## src/rtl/dmem_pkg.sv

```systemverilog
// Shared types, preload image and address decoding for the wait-state data memory.
package dmem_pkg;

  typedef enum logic {
    IDLE,
    WAIT
  } state_t;

  localparam logic [15:0] PRELOAD_0 = 16'h2BCD;
  localparam logic [15:0] PRELOAD_1 = 16'h0000;
  localparam logic [15:0] PRELOAD_2 = 16'h1234;
  localparam logic [15:0] PRELOAD_3 = 16'hDEAD;
  localparam logic [15:0] PRELOAD_4 = 16'hBEEF;

  typedef struct packed {
    logic [31:0] index;
    logic        misalign;
  } addr_info_t;

  // Splits a byte address into a word index and a flag for nonzero low bits.
  function automatic addr_info_t addr_decode(input logic [31:0] addr, input int lsb_bits);
    addr_info_t  info;
    logic [31:0] mask;
    mask          = (32'd1 << lsb_bits) - 32'd1;
    info.index    = addr >> lsb_bits;
    info.misalign = |(addr & mask);
    return info;
  endfunction

  function automatic logic [15:0] preload_word(input int idx);
    case (idx)
      0:       return PRELOAD_0;
      1:       return PRELOAD_1;
      2:       return PRELOAD_2;
      3:       return PRELOAD_3;
      4:       return PRELOAD_4;
      default: return 16'h0000;
    endcase
  endfunction

endpackage

```

## src/rtl/dmem_array.sv

```systemverilog
// Word storage with byte-enabled synchronous write, registered read and reset preload.
module dmem_array
  import dmem_pkg::*;
#(
  parameter int DATA_W = 16,
  parameter int DEPTH  = 64,
  parameter int IDX_W  = (DEPTH > 1) ? $clog2(DEPTH) : 1
) (
  input  logic                clk,
  input  logic                rst_n,
  input  logic                we,
  input  logic                re,
  input  logic                clr,
  input  logic [IDX_W-1:0]    index,
  input  logic [DATA_W-1:0]   wdata,
  input  logic [DATA_W/8-1:0] be,
  output logic [DATA_W-1:0]   rdata
);

  localparam int BE_W = DATA_W / 8;

  logic [DATA_W-1:0] mem [DEPTH];

  // NOTE: the array is reset on purpose because the pipeline relies on the
  // preload image; this prevents RAM-macro inference, which is acceptable at
  // this depth. Sequential state uses non-blocking assignments so every
  // register samples pre-edge values.
  always_ff @(posedge clk or negedge rst_n) begin
    if (!rst_n) begin
      for (int i = 0; i < DEPTH; i++) begin
        mem[i] <= DATA_W'(preload_word(i));
      end
      rdata <= '0;
    end else begin
      if (we) begin
        for (int b = 0; b < BE_W; b++) begin
          if (be[b]) mem[index][8*b +: 8] <= wdata[8*b +: 8];
        end
      end
      if (re) begin
        rdata <= mem[index];
      end else if (clr) begin
        rdata <= '0;
      end
    end
  end

endmodule

```

## src/rtl/data_memory_ws.sv

```systemverilog
// MEM-stage data memory with programmable wait states, busy/done handshake and error flags.
module data_memory_ws
  import dmem_pkg::*;
#(
  parameter int DATA_W      = 16,
  parameter int ADDR_W      = 16,
  parameter int DEPTH       = 64,
  parameter int WAIT_CYCLES = 2
) (
  input  logic                clk,
  input  logic                rst,
  input  logic [ADDR_W-1:0]   address,
  input  logic [DATA_W-1:0]   wrtData,
  input  logic [DATA_W/8-1:0] byte_en,
  input  logic                MemRead,
  input  logic                MemWrt,
  output logic [DATA_W-1:0]   readData,
  output logic                busy,
  output logic                done,
  output logic                misalign_err,
  output logic                range_err
);

  localparam int BE_W  = DATA_W / 8;
  localparam int LSB_W = $clog2(BE_W);
  localparam int IDX_W = (DEPTH > 1) ? $clog2(DEPTH) : 1;
  localparam logic [3:0] CNT_INIT = (WAIT_CYCLES > 0) ? 4'(WAIT_CYCLES - 1) : 4'd0;

  state_t            state, next_state;
  logic [3:0]        cnt, next_cnt;
  logic [ADDR_W-1:0] lat_addr;
  logic [DATA_W-1:0] lat_data;
  logic [BE_W-1:0]   lat_be;
  logic              lat_wr;

  logic              accept, exec, use_live;
  logic [ADDR_W-1:0] ex_addr;
  logic [DATA_W-1:0] ex_data;
  logic [BE_W-1:0]   ex_be;
  logic              ex_wr;
  addr_info_t        info;
  logic              out_of_range;
  logic              mem_we, mem_re, mem_clr;

  // NOTE: every signal gets a default before the case so no path leaves one
  // unassigned, which would otherwise infer a latch.
  always_comb begin
    next_state = state;
    next_cnt   = cnt;
    accept     = 1'b0;
    exec       = 1'b0;
    use_live   = 1'b0;

    case (state)
      IDLE: begin
        if (MemWrt || MemRead) begin
          accept = 1'b1;
          if (WAIT_CYCLES == 0) begin
            exec     = 1'b1;
            use_live = 1'b1;
          end else begin
            next_state = WAIT;
            next_cnt   = CNT_INIT;
          end
        end
      end
      WAIT: begin
        if (cnt != 4'd0) begin
          next_cnt = cnt - 4'd1;
        end else begin
          exec       = 1'b1;
          next_state = IDLE;
        end
      end
      default: next_state = IDLE;
    endcase

    // Zero-wait builds execute straight off the ports; otherwise off the latched request.
    ex_addr = use_live ? address : lat_addr;
    ex_data = use_live ? wrtData : lat_data;
    ex_be   = use_live ? byte_en : lat_be;
    ex_wr   = use_live ? MemWrt  : lat_wr;

    info         = addr_decode(32'(ex_addr), LSB_W);
    out_of_range = (info.index >= 32'(DEPTH));

    // A misaligned access never touches storage, even when also out of range.
    mem_we  = exec &&  ex_wr && !info.misalign && !out_of_range;
    mem_re  = exec && !ex_wr && !info.misalign && !out_of_range;
    mem_clr = exec && !ex_wr && !info.misalign &&  out_of_range;
  end

  always_ff @(posedge clk or negedge rst) begin
    if (!rst) begin
      state        <= IDLE;
      cnt          <= 4'd0;
      busy         <= 1'b0;
      done         <= 1'b0;
      misalign_err <= 1'b0;
      range_err    <= 1'b0;
      lat_addr     <= '0;
      lat_data     <= '0;
      lat_be       <= '0;
      lat_wr       <= 1'b0;
    end else begin
      state        <= next_state;
      cnt          <= next_cnt;
      busy         <= (next_state == WAIT);
      done         <= exec;
      misalign_err <= exec && info.misalign;
      range_err    <= exec && out_of_range;
      if (accept) begin
        lat_addr <= address;
        lat_data <= wrtData;
        lat_be   <= byte_en;
        lat_wr   <= MemWrt;
      end
    end
  end

  dmem_array #(
    .DATA_W(DATA_W),
    .DEPTH (DEPTH),
    .IDX_W (IDX_W)
  ) u_array (
    .clk  (clk),
    .rst_n(rst),
    .we   (mem_we),
    .re   (mem_re),
    .clr  (mem_clr),
    .index(info.index[IDX_W-1:0]),
    .wdata(ex_data),
    .be   (ex_be),
    .rdata(readData)
  );

endmodule

```

## config.mk

```make
export PLATFORM = sky130hd
export DESIGN_NAME = data_memory_ws
export DESIGN_NICKNAME = d
export VERILOG_FILES = /design/src/rtl/dmem_pkg.sv /design/src/rtl/dmem_array.sv /design/src/rtl/data_memory_ws.sv
export SDC_FILE = /design/constraint.sdc
export NUM_CORES = 2
export LEC_CHECK = 0
export ABC_AREA = 1
export ABC_CLOCK_PERIOD_IN_PS = 2500
export BUFFER_PORTS_ARGS = -buffer_cell sky130_fd_sc_hd__buf_2
export CAP_MARGIN = 30
export CORE_MARGIN = 2
export CORE_UTILIZATION = 41
export CTS_CLUSTER_DIAMETER = 50
export DETAILED_ROUTE_END_ITERATION = 8
export PLACE_DENSITY_LB_ADDON = 0.3
export SETUP_SLACK_MARGIN = 0.15
export SKIP_CTS_REPAIR_TIMING = 1
export SLEW_MARGIN = 5
export SYNTH_ARGS = -nofsm -noshare
export SYNTH_HDL_FRONTEND = slang
export SYNTH_SLANG_ARGS = --single-unit
```

## constraint.sdc

```tcl
create_clock -name clk -period 2.5 [get_ports clk]
set_input_delay 0.25 -clock clk [delete_from_list [all_inputs] [get_ports clk]]
set_output_delay 0.25 -clock clk [all_outputs]
set_load 0.005 [all_outputs]
```

After elaboration in Yosys (flattened, before gate mapping)
Index checks and enable logic that the tools add are counted.
{"block": "op_classes", "add_sub_neg": 1, "magnitude_cmp": 3, "eq_ne": 2, "muxes": 23, "bitwise": 2, "n_reduce_logical": 17}
{"operator": "$mux W1024", "count": 3}
{"operator": "$bwmux W1024", "count": 2}
{"operator": "$demux W16 S6", "count": 2}
{"operator": "$bmux W16 S6", "count": 1}
{"operator": "$mux W16", "count": 5}
{"operator": "$ge A15 B7 Y1 const B", "count": 1}
{"operator": "$logic_and A1 B1 Y1", "count": 10}
{"operator": "$mux W4", "count": 2}
{"operator": "$mux W8", "count": 1}
{"operator": "$pmux W4 S2", "count": 1}
{"operator": "$ge A7 B7 Y1 const B", "count": 1}
{"operator": "$lt A7 B1 Y1 const B", "count": 1}
{"operator": "$not A6 Y7", "count": 1}
{"operator": "$mux W1", "count": 5}
{"operator": "$reduce_bool A4 Y1", "count": 1}
{"operator": "$sub A4 B1 Y4 const B", "count": 1}
{"operator": "$logic_not A1 Y1", "count": 3}
{"operator": "$ne A2 B1 Y1 const B", "count": 1}
{"operator": "$ne A2 B2 Y1 const B", "count": 1}
{"operator": "$pmux W1 S2", "count": 1}
{"operator": "$reduce_and A2 Y1", "count": 1}
{"operator": "$reduce_bool A2 Y1", "count": 1}
{"operator": "$logic_or A1 B1 Y1", "count": 1}
{"operator": "$not A1 Y1", "count": 1}
{"block": "word_totals", "reg_bits": 1083, "input_bits": 38, "out_inout_bits": 20, "elab_cells": 122}

Longest topological paths before layout
{"block": "depth", "word_depth": 10, "mapped_depth": 14, "mapped_depth_nobuf": 12}

By module
Synthesis repeated with hierarchy kept, for this count alone.
{"block": "hier_totals", "cells_unflattened": 6969, "area_unflattened_um2": 52217.6}
{"module": "dmem_array", "n_inst": 1, "cells_per_inst": 6760, "area_per_inst_um2": 50382.1, "seq_area_each_um2": 26072.5}
{"module": "data_memory_ws", "n_inst": 1, "cells_per_inst": 209, "area_per_inst_um2": 1835.5, "seq_area_each_um2": 1076.0}

Least setup slack after synthesis
OpenSTA, ideal clock, no wires.
{"block": "synth_timing", "path_kind": "register to register", "from": "reg cnt[0]", "to": "reg u_array.mem[598] (netlist name)", "setup_ns": 0.135, "arrival_time_ns": 1.957, "t_required_ns": 2.365, "slack_ns": 0.407, "stages_incl_launch_ff": 12, "path_buffers": 2, "synth_period_minus_slack_ns": 2.093, "cell_sequence": "dfrtp_1 -> inv_1 -> ha_1 -> nand4_1 -> nor3_1 -> nand2_1 -> nor2_4 -> buf_4 -> nand2_1 -> buf_2 -> nand2_1 -> o21ai_0"}
{"block": "synth_between", "elab_chain_len": 6}
{"element": "from (decl)", "line": "data_memory_ws.sv:30", "rtl": "logic [3:0] cnt, next_cnt;"}
{"element": "from (signal assigned)", "line": "data_memory_ws.sv:107", "rtl": "cnt <= next_cnt;"}
{"element": "$reduce_bool A4 Y1", "line": "data_memory_ws.sv:68", "rtl": "if (cnt != 4'd0) begin"}
{"element": "$mux W1", "line": "data_memory_ws.sv:68"}
{"element": "$mux W1", "line": "data_memory_ws.sv:54", "rtl": "case (state)"}
{"element": "$logic_and A1 B1 Y1 (3 in a row)", "line": "data_memory_ws.sv:88", "rtl": "mem_we = exec && ex_wr && !info.misalign && !out_of_range;"}
{"element": "to (signal, indexed assignment)", "line": "dmem_array.sv:31", "rtl": "mem[i] <= DATA_W'(preload_word(i));"}
{"element": "to (signal, indexed assignment)", "line": "dmem_array.sv:37", "rtl": "if (be[b]) mem[index][8*b +: 8] <= wdata[8*b +: 8];"}
{"element": "to (decl)", "line": "dmem_array.sv:22", "rtl": "logic [DATA_W-1:0] mem [DEPTH];"}
No other way between the ends.
A chain may end at the register's enable or synchronous reset.

Worst setup path after layout
{"block": "layout_timing", "from": "reg lat_addr[1], in the netlist ex_addr[1]", "to": "reg u_array.mem[841] (netlist name)"}
{"block": "layout_between", "elab_chain_len": 7, "word_cells_on_any_way": 15, "cone_classes": "order compare: 3; mux: 8; bitwise: 1; reduce/logical: 3"}
{"element": "from (decl)", "line": "data_memory_ws.sv:31", "rtl": "logic [ADDR_W-1:0] lat_addr;"}
{"element": "from (signal assigned)", "line": "data_memory_ws.sv:113", "rtl": "lat_addr <= address;"}
{"element": "$not A6 Y7 (not written as such)", "line": "dmem_array.sv:37"}
{"element": "$ge A7 B7 Y1 (not written as such) (tied with other cells)", "line": "dmem_array.sv:37"}
{"element": "$logic_and A1 B1 Y1 (not written as such) / $bwmux W1024 (equally long branches)", "line": "dmem_array.sv:37"}
{"element": "$mux W16 (not written as such) / $mux W1024 (equally long branches)", "line": "dmem_array.sv:37"}
{"element": "$demux W16 S6 / $mux W1024 (equally long branches)", "line": "dmem_array.sv:37, dmem_array.sv:35"}
{"element": "$bwmux W1024", "line": "dmem_array.sv:37"}
{"element": "$mux W1024", "line": "dmem_array.sv:37"}
Parallel ways exist; a longest one is shown, timed or not. The select of a mux whose other input is x is not followed.

==> results.toml <==
[logic_synthesis]
synthesis.area_um2 = 54100
ys_warn_count = 0
synth_top_cell_area_share_pct = 48.3
synth.avg_cell_area_um2 = 7.77
synth_fp_nets = 7000
async_reset_ff_share_pct = 100
synth_cells = 6961
synth_edf_count = 0
synth_flop_cell = "dfrtp_1"
yosys.area.top_type = "dfrtp_1"
yosysSeqAreaShare_pct = 50.2
yosys-top-cells-count = "2,297 x nand2_1, 1,045 x dfrtp_1, 1,035 x o21ai_0, 559 x nand4_1, 538 x inv_1"
synth.most_common_cell = "nand2_1"
ys_ff_latch = 1083
ys_types = 36
yosys-top-cells-area = "dfrtp_1 48%, nand2_1 16%, o21ai_0 9.6%, nand4_1 6.5%, inv_1 3.7%"

[global_route]
grt_pass1_vias = 46500
grt_first_pass_wirelength_um = 279000
grt_antenna_before_repair = 2
globalRoute.totalOverflow = 0
grt_usage_pct = 26.1
grt_max_degree = 111

[route]
finalWirelength_um = 184000
drtPass1Iterations = 6
drt_iter0_markers = 6468
ant_nets = 0
vias_per_cell = 5.61
wire_per_inst_um = 20.8
vias = 49500
remaining_drc_errors = 0

[cells_and_area]
fin_util_pct = 48.5
layout-drive-gt1-share_pct = 12.4
n_antenna_cell = 0
layout.nets = 6988
synthToLayoutAreaGrowth_pct = 17.7
fin_cells = 8816
n_fill_cell = 12600

[clocking]
clock-root-buffer = "clkbuf_16"
clock_latency_ps = 780
cts_made_buffers = 134
htreeDepth = 4
clk_pin_slew_ps = 60
clockBufferDepth = 3
cts_tree = "yes"
cts_num_sinks = 1083

[timing]
clock_skew_ps = 41.2
fin_ws_ps = 117
fin_tns_setup_ps = 0
period_minus_slack_ps = 2380
rsz0062_at_grt = "yes"
slew_violations = 0
final_hold_viol_count = 0
fmax_mhz = 420
worst_pin_slew_ps = 945
setup_viol = 0
slew_headroom_pct = 36.8
finalCritPeriodShare_pct = 95.3

[die]
die_area_um2 = 135000
io_pins = 58
die_x_um = 367
start_util_pct = 41.2
row_count = 133
core_um2 = 131000
die_height_um = 367

[worst_setup_path]
crit_path_end_kind = "flop"
critPathLaunchType = "flop"
cp_max_fo = 13
arrival_ps = 3010
required_ps = 3120
critical_path_class = "reg -> reg"

[pwr]
power_density_nw_per_um2 = 1020
ir_worst_vdd_v = 0.000866
p_leak_nw = 29.9

[placement]
dp.cells = 8477
dpl_worst_slack_ps = -2.44
gp_congestion = 0.884
port_buffers = 57
hpwl_um = 111000

[flow_run]
drv_cap = 0

[status]
status = "complete, no violations"

[worst_hold_path]
hold_class = "in -> async"
[cells by family after synthesis]
family	Yosys count	synth area share (%)
muxes	16	0.333
DFF	1083	50.2
adders and majority gates	1	0.0231
AOI/OAI and AO/OA	1237	11.6
xor gates and xnor gates	2	0.0324
buffers and inverters	1108	8.34
and+or+nand+nor	3514	29.5
[placed cells by master (no fill, tap or decap), types with 6 or more instances in the layout]
cell	instances
a21oi_1	40
buf_12	72
buf_16	13
buf_2	57
buf_4	161
buf_6	16
bufinv_16	16
clkbuf_1	27
clkbuf_16	156
clkbuf_8	15
clkinv_2	27
clkinv_8	6
clkinvlp_4	11
dfrtp_1	1032
dfrtp_2	10
dfstp_2	38
dlygate4sd3_1	36
inv_1	524
inv_2	37
inv_4	6
inv_6	11
mux2_2	16
nand2_1	2276
nand2_2	41
nand2_4	34
nand2_8	26
nand3_1	272
nand4_1	559
nor2_1	211
nor2_2	17
nor2_4	18
nor2_8	24
nor3_1	8
nor3_2	16
nor3_4	17
o211ai_1	15
o21ai_0	1024
o21ai_1	138
o21bai_1	10
[stage by stage]
| step | instance area, um^2 | power, mW | hold WS (ps) |
|---|---|---|---|
| after floorplan | 54100 | 32.9 | -45.6 |
| after global placement | 57100 | 43.0 | 199 |
| after detailed placement | 57100 | 43.0 | 207 |
| after CTS | 61800 | 63.6 | -621 |
| after global routing | 63700 | 67.4 | 48.1 |
| final | 63700 | 64.7 | 9.65 |
[layout make-up]
cell class	count	area (um^2)	area share, %
timing repair buffer	371	4210	6.62
multi-input combinational	4775	23100	36.3
sequential	1083	27200	42.7
clock buffer	184	3860	6.06
clock inverter	64	850	1.33
tap	1755	2200	3.45
inverter	584	2270	3.56
[critical path, stage by stage, from the launching register on]
cell     delay, ps
dfrtp_4        520
buf_12         220
buf_4          170
nand2_2        160
buf_4          250
nor2_8         340
nand2_1        160
nor2_4         240
o21ai_0        130
[final timing paths]
kind,startpoint,depth (start not counted),slack [ps],to
worst max-delay path,ex_addr[1],8,120,u_array.mem[841]
worst min-delay path,rst,2,10,ex_data[7]
worst max register to register,ex_addr[1],8,120,u_array.mem[841]
worst min register to register,u_array.mem[985],2,480,u_array.mem[985]
max in group asynchronous,rst,4,1440,u_array.mem[730]
min in group clk,MemRead,4,90,ex_addr[7]
[metal layers]
metal	vias up	GRT usage [%]	routed length, um
li1	22800	-	-
met5	-	0	13
met4	2	9.62	6140
met1	24000	38.0	79700
met3	360	4.58	16700
met2	2309	38.9	81100
[where the power goes]
group	total [mW]	switching [mW]	internal [mW]
Clock	20.6	8.07	12.6
Sequential	18.5	0.575	17.9
Combinational	25.5	19.0	6.55
[sequential cells by signal, summed over array words and instances, names as in the netlist]
name	cells
u_array.mem	1024
u_array.rdata	16
ex_wr	1
ex_data	16
range_err	1
ex_addr	16
ex_be	2
done	1
cnt	4
state	1
misalign_err	1
(Power assumes the default switching activity.)
